## src/rtl/bcd_convert_ctrl_pkg.sv

```systemverilog
// rtl/bcd_convert_ctrl_pkg.sv - shared widths, iteration count and FSM state type
package bcd_convert_ctrl_pkg;

    localparam int BIN_W      = 6;
    localparam int DIGIT_W    = 4;
    localparam int ITER_COUNT = 6;
    localparam int WORK_W     = BIN_W + 2 * DIGIT_W;

    typedef enum logic [1:0] {
        IDLE  = 2'd0,
        SHIFT = 2'd1,
        DONE  = 2'd2
    } state_t;

endpackage

```

## src/rtl/bcd_convert_ctrl_if.sv

```systemverilog
// rtl/bcd_convert_ctrl_if.sv - request/result bundle of the binary-to-BCD converter
interface bcd_convert_ctrl_if;
    import bcd_convert_ctrl_pkg::*;

    logic               start;
    logic [BIN_W-1:0]   bin_in;
    logic               ready;
    logic               busy;
    logic               done;
    logic [DIGIT_W-1:0] bcd_tens;
    logic [DIGIT_W-1:0] bcd_ones;
    logic               neg;

    modport master (
        output start, bin_in,
        input  ready, busy, done, bcd_tens, bcd_ones, neg
    );

    modport slave (
        input  start, bin_in,
        output ready, busy, done, bcd_tens, bcd_ones, neg
    );

endinterface

```

## src/rtl/bcd_convert_ctrl_bcd_add3.sv

```systemverilog
// rtl/bcd_convert_ctrl_bcd_add3.sv - add-3-if-at-least-5 digit correction cell
module bcd_add3
    import bcd_convert_ctrl_pkg::*;
(
    input  logic [DIGIT_W-1:0] digit_in,
    output logic [DIGIT_W-1:0] digit_out
);

    // a digit of 5 or more would overflow 9 after doubling, so pre-bias it by 3
    always_comb begin
        digit_out = digit_in;
        if (digit_in >= DIGIT_W'(5)) begin
            digit_out = digit_in + DIGIT_W'(3);
        end
    end

endmodule

```

## src/rtl/bcd_convert_ctrl.sv

```systemverilog
// rtl/bcd_convert_ctrl.sv - 6-bit binary to two-digit BCD converter, optional signed input via BCD_CONV_SIGNED_EN
module bcd_convert_ctrl
    import bcd_convert_ctrl_pkg::*;
(
    input  logic               clk,
    input  logic               rst_n,
    bcd_convert_ctrl_if.slave  bus
);

    state_t             state;
    state_t             state_next;
    logic [WORK_W-1:0]  work;
    logic [WORK_W-1:0]  work_shifted;
    logic [2:0]         iter_cnt;
    logic [DIGIT_W-1:0] tens_adj;
    logic [DIGIT_W-1:0] ones_adj;
    logic [BIN_W-1:0]   operand;
    logic               operand_neg;
    logic               neg_lat;
    logic               accept;
    logic               last_shift;
    logic [DIGIT_W-1:0] tens_q;
    logic [DIGIT_W-1:0] ones_q;
    logic               neg_q;

`ifdef BCD_CONV_SIGNED_EN
    // two's complement input: convert the magnitude, remember the sign; -32 negates to 6'b100000 = 32
    assign operand_neg = bus.bin_in[BIN_W-1];
    assign operand     = operand_neg ? (~bus.bin_in + BIN_W'(1)) : bus.bin_in;
`else
    assign operand_neg = 1'b0;
    assign operand     = bus.bin_in;
`endif

    assign accept     = (state == IDLE) && bus.start;
    assign last_shift = (iter_cnt == 3'(ITER_COUNT - 1));

    bcd_add3 u_add3_tens (
        .digit_in  (work[WORK_W-1 -: DIGIT_W]),
        .digit_out (tens_adj)
    );

    bcd_add3 u_add3_ones (
        .digit_in  (work[BIN_W +: DIGIT_W]),
        .digit_out (ones_adj)
    );

    // one double-dabble step: corrected digits, then the whole register moves left by one
    assign work_shifted = {tens_adj, ones_adj, work[BIN_W-1:0]} << 1;

    // state register
    always_ff @(posedge clk or negedge rst_n) begin
        if (!rst_n) begin
            state <= IDLE;
        end else begin
            state <= state_next;
        end
    end

    // next-state and handshake outputs
    always_comb begin
        state_next = state;
        bus.ready  = 1'b0;
        bus.busy   = 1'b0;
        bus.done   = 1'b0;
        case (state)
            IDLE: begin
                bus.ready = 1'b1;
                if (bus.start) begin
                    state_next = SHIFT;
                end
            end
            SHIFT: begin
                bus.busy = 1'b1;
                if (last_shift) begin
                    state_next = DONE;
                end
            end
            DONE: begin
                bus.done   = 1'b1;
                state_next = IDLE;
            end
            default: begin
                state_next = IDLE;
            end
        endcase
    end

    // working register, iteration counter and result registers
    always_ff @(posedge clk or negedge rst_n) begin
        if (!rst_n) begin
            work     <= '0;
            iter_cnt <= '0;
            neg_lat  <= 1'b0;
            tens_q   <= '0;
            ones_q   <= '0;
            neg_q    <= 1'b0;
        end else if (accept) begin
            work     <= {{(2 * DIGIT_W){1'b0}}, operand};
            iter_cnt <= '0;
            neg_lat  <= operand_neg;
        end else if (state == SHIFT) begin
            work     <= work_shifted;
            iter_cnt <= iter_cnt + 3'd1;
            // results only change when a conversion completes, never mid-way
            if (last_shift) begin
                tens_q <= work_shifted[WORK_W-1 -: DIGIT_W];
                ones_q <= work_shifted[BIN_W +: DIGIT_W];
                neg_q  <= neg_lat;
            end
        end
    end

    assign bus.bcd_tens = tens_q;
    assign bus.bcd_ones = ones_q;
    assign bus.neg      = neg_q;

endmodule

```

## src/flat_wrapper.sv

```systemverilog
// flat-port wrapper written by rule: the top's interface ports become plain ports
module bcd_convert_ctrl_flat import bcd_convert_ctrl_pkg::*;
  (clk, rst_n, bus_start, bus_bin_in, bus_ready, bus_busy, bus_done, bus_bcd_tens, bus_bcd_ones, bus_neg);
  bcd_convert_ctrl_if bus_i ();
  input  logic clk;
  input  logic rst_n;
  input wire logic [$bits(bus_i.start)-1:0] bus_start;
  input wire logic [$bits(bus_i.bin_in)-1:0] bus_bin_in;
  output wire logic [$bits(bus_i.ready)-1:0] bus_ready;
  output wire logic [$bits(bus_i.busy)-1:0] bus_busy;
  output wire logic [$bits(bus_i.done)-1:0] bus_done;
  output wire logic [$bits(bus_i.bcd_tens)-1:0] bus_bcd_tens;
  output wire logic [$bits(bus_i.bcd_ones)-1:0] bus_bcd_ones;
  output wire logic [$bits(bus_i.neg)-1:0] bus_neg;
  assign bus_i.start = bus_start;
  assign bus_i.bin_in = bus_bin_in;
  assign bus_ready = bus_i.ready;
  assign bus_busy = bus_i.busy;
  assign bus_done = bus_i.done;
  assign bus_bcd_tens = bus_i.bcd_tens;
  assign bus_bcd_ones = bus_i.bcd_ones;
  assign bus_neg = bus_i.neg;
  bcd_convert_ctrl u_core (.clk(clk), .rst_n(rst_n), .bus(bus_i));
endmodule
```

## config.mk

```make
export PLATFORM = sky130hd
export DESIGN_NAME = bcd_convert_ctrl_flat
export DESIGN_NICKNAME = d
export VERILOG_FILES = /design/src/rtl/bcd_convert_ctrl_pkg.sv /design/src/rtl/bcd_convert_ctrl_if.sv /design/src/rtl/bcd_convert_ctrl_bcd_add3.sv /design/src/rtl/bcd_convert_ctrl.sv /design/src/flat_wrapper.sv
export SDC_FILE = /design/constraint.sdc
export NUM_CORES = 1
export LEC_CHECK = 0
export ABC_AREA = 1
export BUFFER_PORTS_ARGS = -buffer_cell sky130_fd_sc_hd__buf_4
export CORE_UTILIZATION = 27
export DETAILED_ROUTE_END_ITERATION = 16
export PLACE_DENSITY = 0.5
export REMOVE_ABC_BUFFERS = 1
export SKIP_LAST_GASP = 1
export SYNTH_ARGS = -nofsm -noshare
export SYNTH_HDL_FRONTEND = slang
export SYNTH_SLANG_ARGS = --single-unit
```

## constraint.sdc

```tcl
create_clock -name clk -period 1.5 [get_ports clk]
set_input_delay 0.075 -clock clk [delete_from_list [all_inputs] [get_ports clk]]
set_output_delay 0.075 -clock clk [all_outputs]
set_load 0.02 [all_outputs]
```

# ---- After elaboration in Yosys (flattened, before gate mapping)
# Cells that the tools add are included.
dict set report classes {
  addsub 3
  multipliers 0
  div_mod_pow 0
  magnitude_cmp 2
  n_eq_ne 5
  shifts 0
  n_mux 12
  n_bitwise 1
  reduce_logical 5
}
# operator count
set op_table {}
lappend op_table {{14-bit 2-to-1 mux} 2}
lappend op_table {{3-bit 2-to-1 mux} 3}
lappend op_table {{4-bit by 3-bit >= comparator with 1-bit output, second input constant} 2}
lappend op_table {{4-bit by 2-bit adder with 4-bit output, second input constant} 1}
lappend op_table {{2-bit 2-to-1 mux} 2}
lappend op_table {{4-bit 2-to-1 mux} 1}
lappend op_table {{2-bit case mux with 2 select lines} 1}
lappend op_table {{3-bit by 1-bit adder with 3-bit output, second input constant} 1}
lappend op_table {{3-bit by 2-bit adder with 3-bit output, second input constant} 1}
lappend op_table {{3-bit == test, second input constant} 1}
lappend op_table {{1-bit 2-to-1 mux} 3}
lappend op_table {{3-bit AND reduction} 1}
lappend op_table {{2-bit by 1-bit == test with 1-bit output, second input constant} 1}
lappend op_table {{2-bit == test, second input constant} 1}
lappend op_table {{2-bit zero test} 1}
lappend op_table {{2-bit by 1-bit inequality test with 1-bit output, second input constant} 1}
lappend op_table {{2-bit inequality test, second input constant} 1}
lappend op_table {{2-bit AND reduction} 1}
lappend op_table {{2-bit nonzero test} 1}
lappend op_table {{1-bit logical AND} 1}
lappend op_table {{1-bit NOT} 1}
dict set report totals {
  reg_bits 27
  latch_bits 0
  ram_bits 0
  romBits 0
  in_bits 9
  out_inout_bits 12
  wordCells 33
  mem_count 0
}

# ---- Depth between registers and ports, before layout
dict set report depth {
  depth_word 4
  depth_mapped 8
  depth_no_buf 8
}

# ---- Cells and area by module
# A second synthesis with hierarchy kept.
dict set report hier_totals {
  cells_unflattened 168
  area_unflattened_um2 1417.6
}
# module n_inst cells_per_inst area_per_inst_um2 seq_area_each_um2
set by_module_without_submodules {}
lappend by_module_without_submodules {bcd_convert_ctrl 1 122 1147.4 675.6}
lappend by_module_without_submodules {bcd_add3 2 23 135.1 0.0}

# ---- Worst setup path after synthesis
# OpenSTA, ideal clock, no wires.
dict set report synth_timing {
  path_type {reg-to-reg}
  start {register u_core.state[0]}
  end {register u_core.work[2]}
  setup_time_ps 124
  arrival_ps 1118
  required_ps 1376
  slack_ps 258
  stages_incl_launch_ff 8
  n_path_buf 1
  synth_period_minus_slack_ps 1242
  cell_sequence {dfrtp_1 nor2_2 nand2_2 nand2_4 inv_2 buf_6 nand2_1 nand3_1}
}
dict set report synth_via {
  elab_chain_cells 3
  elab_cells_between_ends 5
  cone_classes {1 x eq/ne; 1 x mux; 3 x reduce/logical}
}
# element line_no
set synth_lines {}
lappend synth_lines {{start: declaration} bcd_convert_ctrl.sv:10} ;# state_t state;
lappend synth_lines {{start signal: assignment} bcd_convert_ctrl.sv:56} ;# state <= state_next;
lappend synth_lines {{2-bit zero test} bcd_convert_ctrl.sv:35} ;# assign accept = (state == IDLE) && bus.start;
lappend synth_lines {{1-bit logical AND} bcd_convert_ctrl.sv:35}
lappend synth_lines {{14-bit 2-to-1 mux / 2-bit nonzero test (equally long branches)} --}
lappend synth_lines {{end signal: assignment} bcd_convert_ctrl.sv:99} ;# work <= {{(2 * DIGIT_W){1'b0}}, operand};
lappend synth_lines {{end signal: assignment} bcd_convert_ctrl.sv:103} ;# work <= work_shifted;
lappend synth_lines {{end: declaration} bcd_convert_ctrl.sv:12} ;# logic [WORK_W-1:0] work;
# Parallel ways exist; a longest one is shown, timed or not.
# A chain may end at the register's enable or synchronous reset.

# ---- Worst setup path after layout
dict set report layout_timing {
  start {register u_core.work[6]}
  end {register u_core.work[9]}
}
dict set report layout_via {
  elab_chain_cells 4
  elab_cells_between_ends 5
  cone_classes {1 x add/sub; 1 x order compare; 3 x mux}
}
# element line_no
set layout_lines {}
lappend layout_lines {{4-bit by 2-bit adder with 4-bit output / 4-bit by 3-bit >= comparator with 1-bit output (equally long branches)} {bcd_convert_ctrl_bcd_add3.sv:13, bcd_convert_ctrl_bcd_add3.sv:12}}
lappend layout_lines {{4-bit 2-to-1 mux *} bcd_convert_ctrl_bcd_add3.sv:12} ;# if (digit_in >= DIGIT_W'(5)) begin
lappend layout_lines {{14-bit 2-to-1 mux *} bcd_convert_ctrl.sv:102} ;# end else if (state == SHIFT) begin
lappend layout_lines {{14-bit 2-to-1 mux *} bcd_convert_ctrl.sv:98} ;# end else if (accept) begin
# Every way passes the cells marked *; elsewhere a longest branch is shown, timed or not. The select of a mux whose other input is x is not followed.

==> flow_metrics.env <==
export IMPL_first_pass_iters=10
export IMPL_gr_total_overflow=0
export IMPL_vias=1083
export IMPL_critPathCaptureType="flip-flop"
export IMPL_path_clk_slew_ns=0.09
export IMPL_grt_pass1_vias=1026
export IMPL_layout_commonest_cell="nand2_1"
export IMPL_max_stage_delay_ns=0.42
export IMPL_status="complete, but fails checks"
export IMPL_arrival_ns=1.51
export IMPL_p_per_area_nw_per_um2=2220
export IMPL_setup_tns_ns=0
export IMPL_grt_pass1_wl_um=4550
export IMPL_clock_skew_ns=0.00291
export IMPL_critPathSlowestCell="dfrtp_1"
export IMPL_p_switching_mw=1.57
export IMPL_place_gp_congestion=0.806
export IMPL_htreeDepth=1
export IMPL_pwr_share_seq=0.368
export IMPL_swShare=0.452
export IMPL_initialDrtViolationCount=39
export IMPL_yosysWarnings=0
export IMPL_syn_to_final_growth_pct=19.8
export IMPL_ys_ff_latch=27
export IMPL_core_area_um2=4470
export IMPL_violations="design-rule violations"
export IMPL_ys_seq_area_frac=0.520
export IMPL_synth_avg_cell_area_um2=8.49
export IMPL_io_pins=21
export IMPL_fmaxAchievable_ghz=0.729
export IMPL_num_rows=24
export IMPL_path_max_fanout=4
export IMPL_n_antenna_cell=0
export IMPL_hold_viol_final=0
export IMPL_drive_gt1_frac=0.176
export IMPL_irDropWorstVdd_v=0.00103
export IMPL_placed_cell_area_um2=1480
export IMPL_postRouteAntennaNets=0
export IMPL_period_share=0.914
export IMPL_synthArstFlopShare=1.00
export IMPL_drt_wl_total_um=2790
export IMPL_crit_chain="inv_1 > ha_1 > nor2_1 > o21ai_0 > o22ai_1"
export IMPL_final_nets=192
export IMPL_rsz0062_at_grt="no"
export IMPL_synth_edf_count=0
export IMPL_start_kind="flip-flop"
export IMPL_p_leak_nw=0.802
export IMPL_max_cap_violations=0
export IMPL_synthCells=153
export IMPL_track_usage=0.115
export IMPL_post_route_util=0.348
export IMPL_cts_sinks=27
export IMPL_slew_violations=0
export IMPL_via_per_inst=4.75
export IMPL_p_clk_frac=0.120
export IMPL_period_needed_ns=1.37
export IMPL_remaining_drc_errors=3
export IMPL_cts_tree="done"
export IMPL_fin_area_um2=1560
export IMPL_dp_cells=221
export IMPL_die_y_um=71.4
export IMPL_worstHoldPathType="in -> reg"
export IMPL_layout_common_cells="58 x nand2_1, 27 x dfrtp_1, 20 x buf_4, 17 x nand3_1, 12 x inv_1"
export IMPL_port_buffers=19
export IMPL_grt_max_degree=28
export IMPL_synth_flop_cell="dfrtp_1"
export IMPL_clkLatencyLatePin_ns=0.27
export IMPL_start_util=0.290
export IMPL_place_ws_ns=0.169
export IMPL_fin_cells=228
export IMPL_finalSetupViolations=0
export IMPL_setup_ws_ns=0.129
export IMPL_pwr_share_comb=0.511
export IMPL_synthDistinctLibCells=22
export IMPL_antenna_found_initial=0
export IMPL_dp_hpwl_um=1970
export IMPL_die_w_um=71.4
export IMPL_cts_root_buf="clkbuf_8"
export IMPL_cts_buffers=3
export IMPL_internal_power_mw=1.90
export IMPL_path_class="reg -> reg"
export IMPL_synth_area_um2=1300
export IMPL_die_area_um2=5090
export IMPL_clockBufferDepth=2
export IMPL_wl_per_cell_um=12.2
export IMPL_cp_required_ns=1.64
==> layer usage <==
layer	part of all wire	vias to the layer above	global-route usage	routed length, µm
met5	0	-	0	0
li1	-	535	-	-
met4	0.012	0	0.0378	33
met3	0.053	6	0.0352	147
met2	0.45	43	0.190	1240
met1	0.49	499	0.144	1360
==> stage by stage <==
step                hold slack [ns]  power, mW
floorplan                    -0.221       2.44
global placement             0.0168       2.93
detailed placement           0.0166       3.01
CTS                         0.00169       3.47
global route                 0.0104       3.74
finish                       0.0213       3.46
==> flip-flops by register name (all words and copies together), names as in the netlist <==
| register | count |
|---|---|
| u_core.work | 14 |
| u_core.bus.bcd_ones | 4 |
| u_core.bus.bcd_tens | 4 |
| u_core.iter_cnt | 3 |
| u_core.state | 2 |
==> layout make-up <==
cell class                 instances  area [µm²]
inverter                          15        60.1
tap                               52        65.1
sequential                        27         676
fill                             464        2920
multi-input combinational        108         541
timing repair buffer              22         170
clock buffer                       4        45.0
==> cells in the mapped netlist (2+ instances only) <==
cell,instances,area share
buf_4,2,0.012
dfrtp_1,27,0.52
ha_1,6,0.058
inv_1,13,0.038
inv_2,2,0.0058
nand2_1,58,0.17
nand2_2,2,0.0096
nand3_1,17,0.066
nand4_1,4,0.019
nor2_1,3,0.0087
o21ai_0,5,0.019
o21ai_1,2,0.0077
o22ai_1,3,0.014
==> repair_timing <==
action                     4_1_cts  5_1_grt
setup endpoints to repair        1        0
resized for setup                1        0
hold endpoints to repair        27        1
setup buffers                    1        0
hold buffers                     1        1
==> power by group through the flow <==
stage	clock network [mW]	logic, mW	registers, mW
final	0.417	1.77	1.27
after global routing	0.467	1.96	1.32
after detailed placement	0	1.72	1.29
after global placement	0	1.65	1.27
after CTS	0.432	1.77	1.27
after floorplan	0	1.08	1.36
==> logic make-up (layout without fill, tap and decap cells) <==
group,after synthesis,after routing,share of synthesized area
simple gates,87,87,0.293
flops,27,27,0.520
buf+inv,18,41,0.0636
compound gates,13,13,0.0559
fa+ha+maj,6,6,0.0578
other cells,1,1,0.00289
xor+xnor,1,1,0.00674
==> worst max-delay path, delay by kind of cell, from the launching register on <==
kind / cells / cell delay (ns)
DFF: 1 / 0.42
adders and majority gates: 1 / 0.20
and+or+nand+nor: 1 / 0.06
AOI/OAI and AO/OA: 2 / 0.44
buffers and inverters: 1 / 0.13
==> final timing paths <==
path,startpoint,to,slack (ns),depth (start not counted)
worst max-delay path,u_core.work[6],u_core.work[9],0.13,5
worst min-delay path,bus_bin_in[2],u_core.work[2],0.02,3
worst max register to register,u_core.work[6],u_core.work[9],0.13,5
worst min register to register,u_core.work[0],u_core.work[0],0.48,2
max in group asynchronous,rst_n,u_core.work[6],0.99,2
min in group asynchronous,rst_n,u_core.work[8],0.25,2
Power figures use the tool's default switching activity.
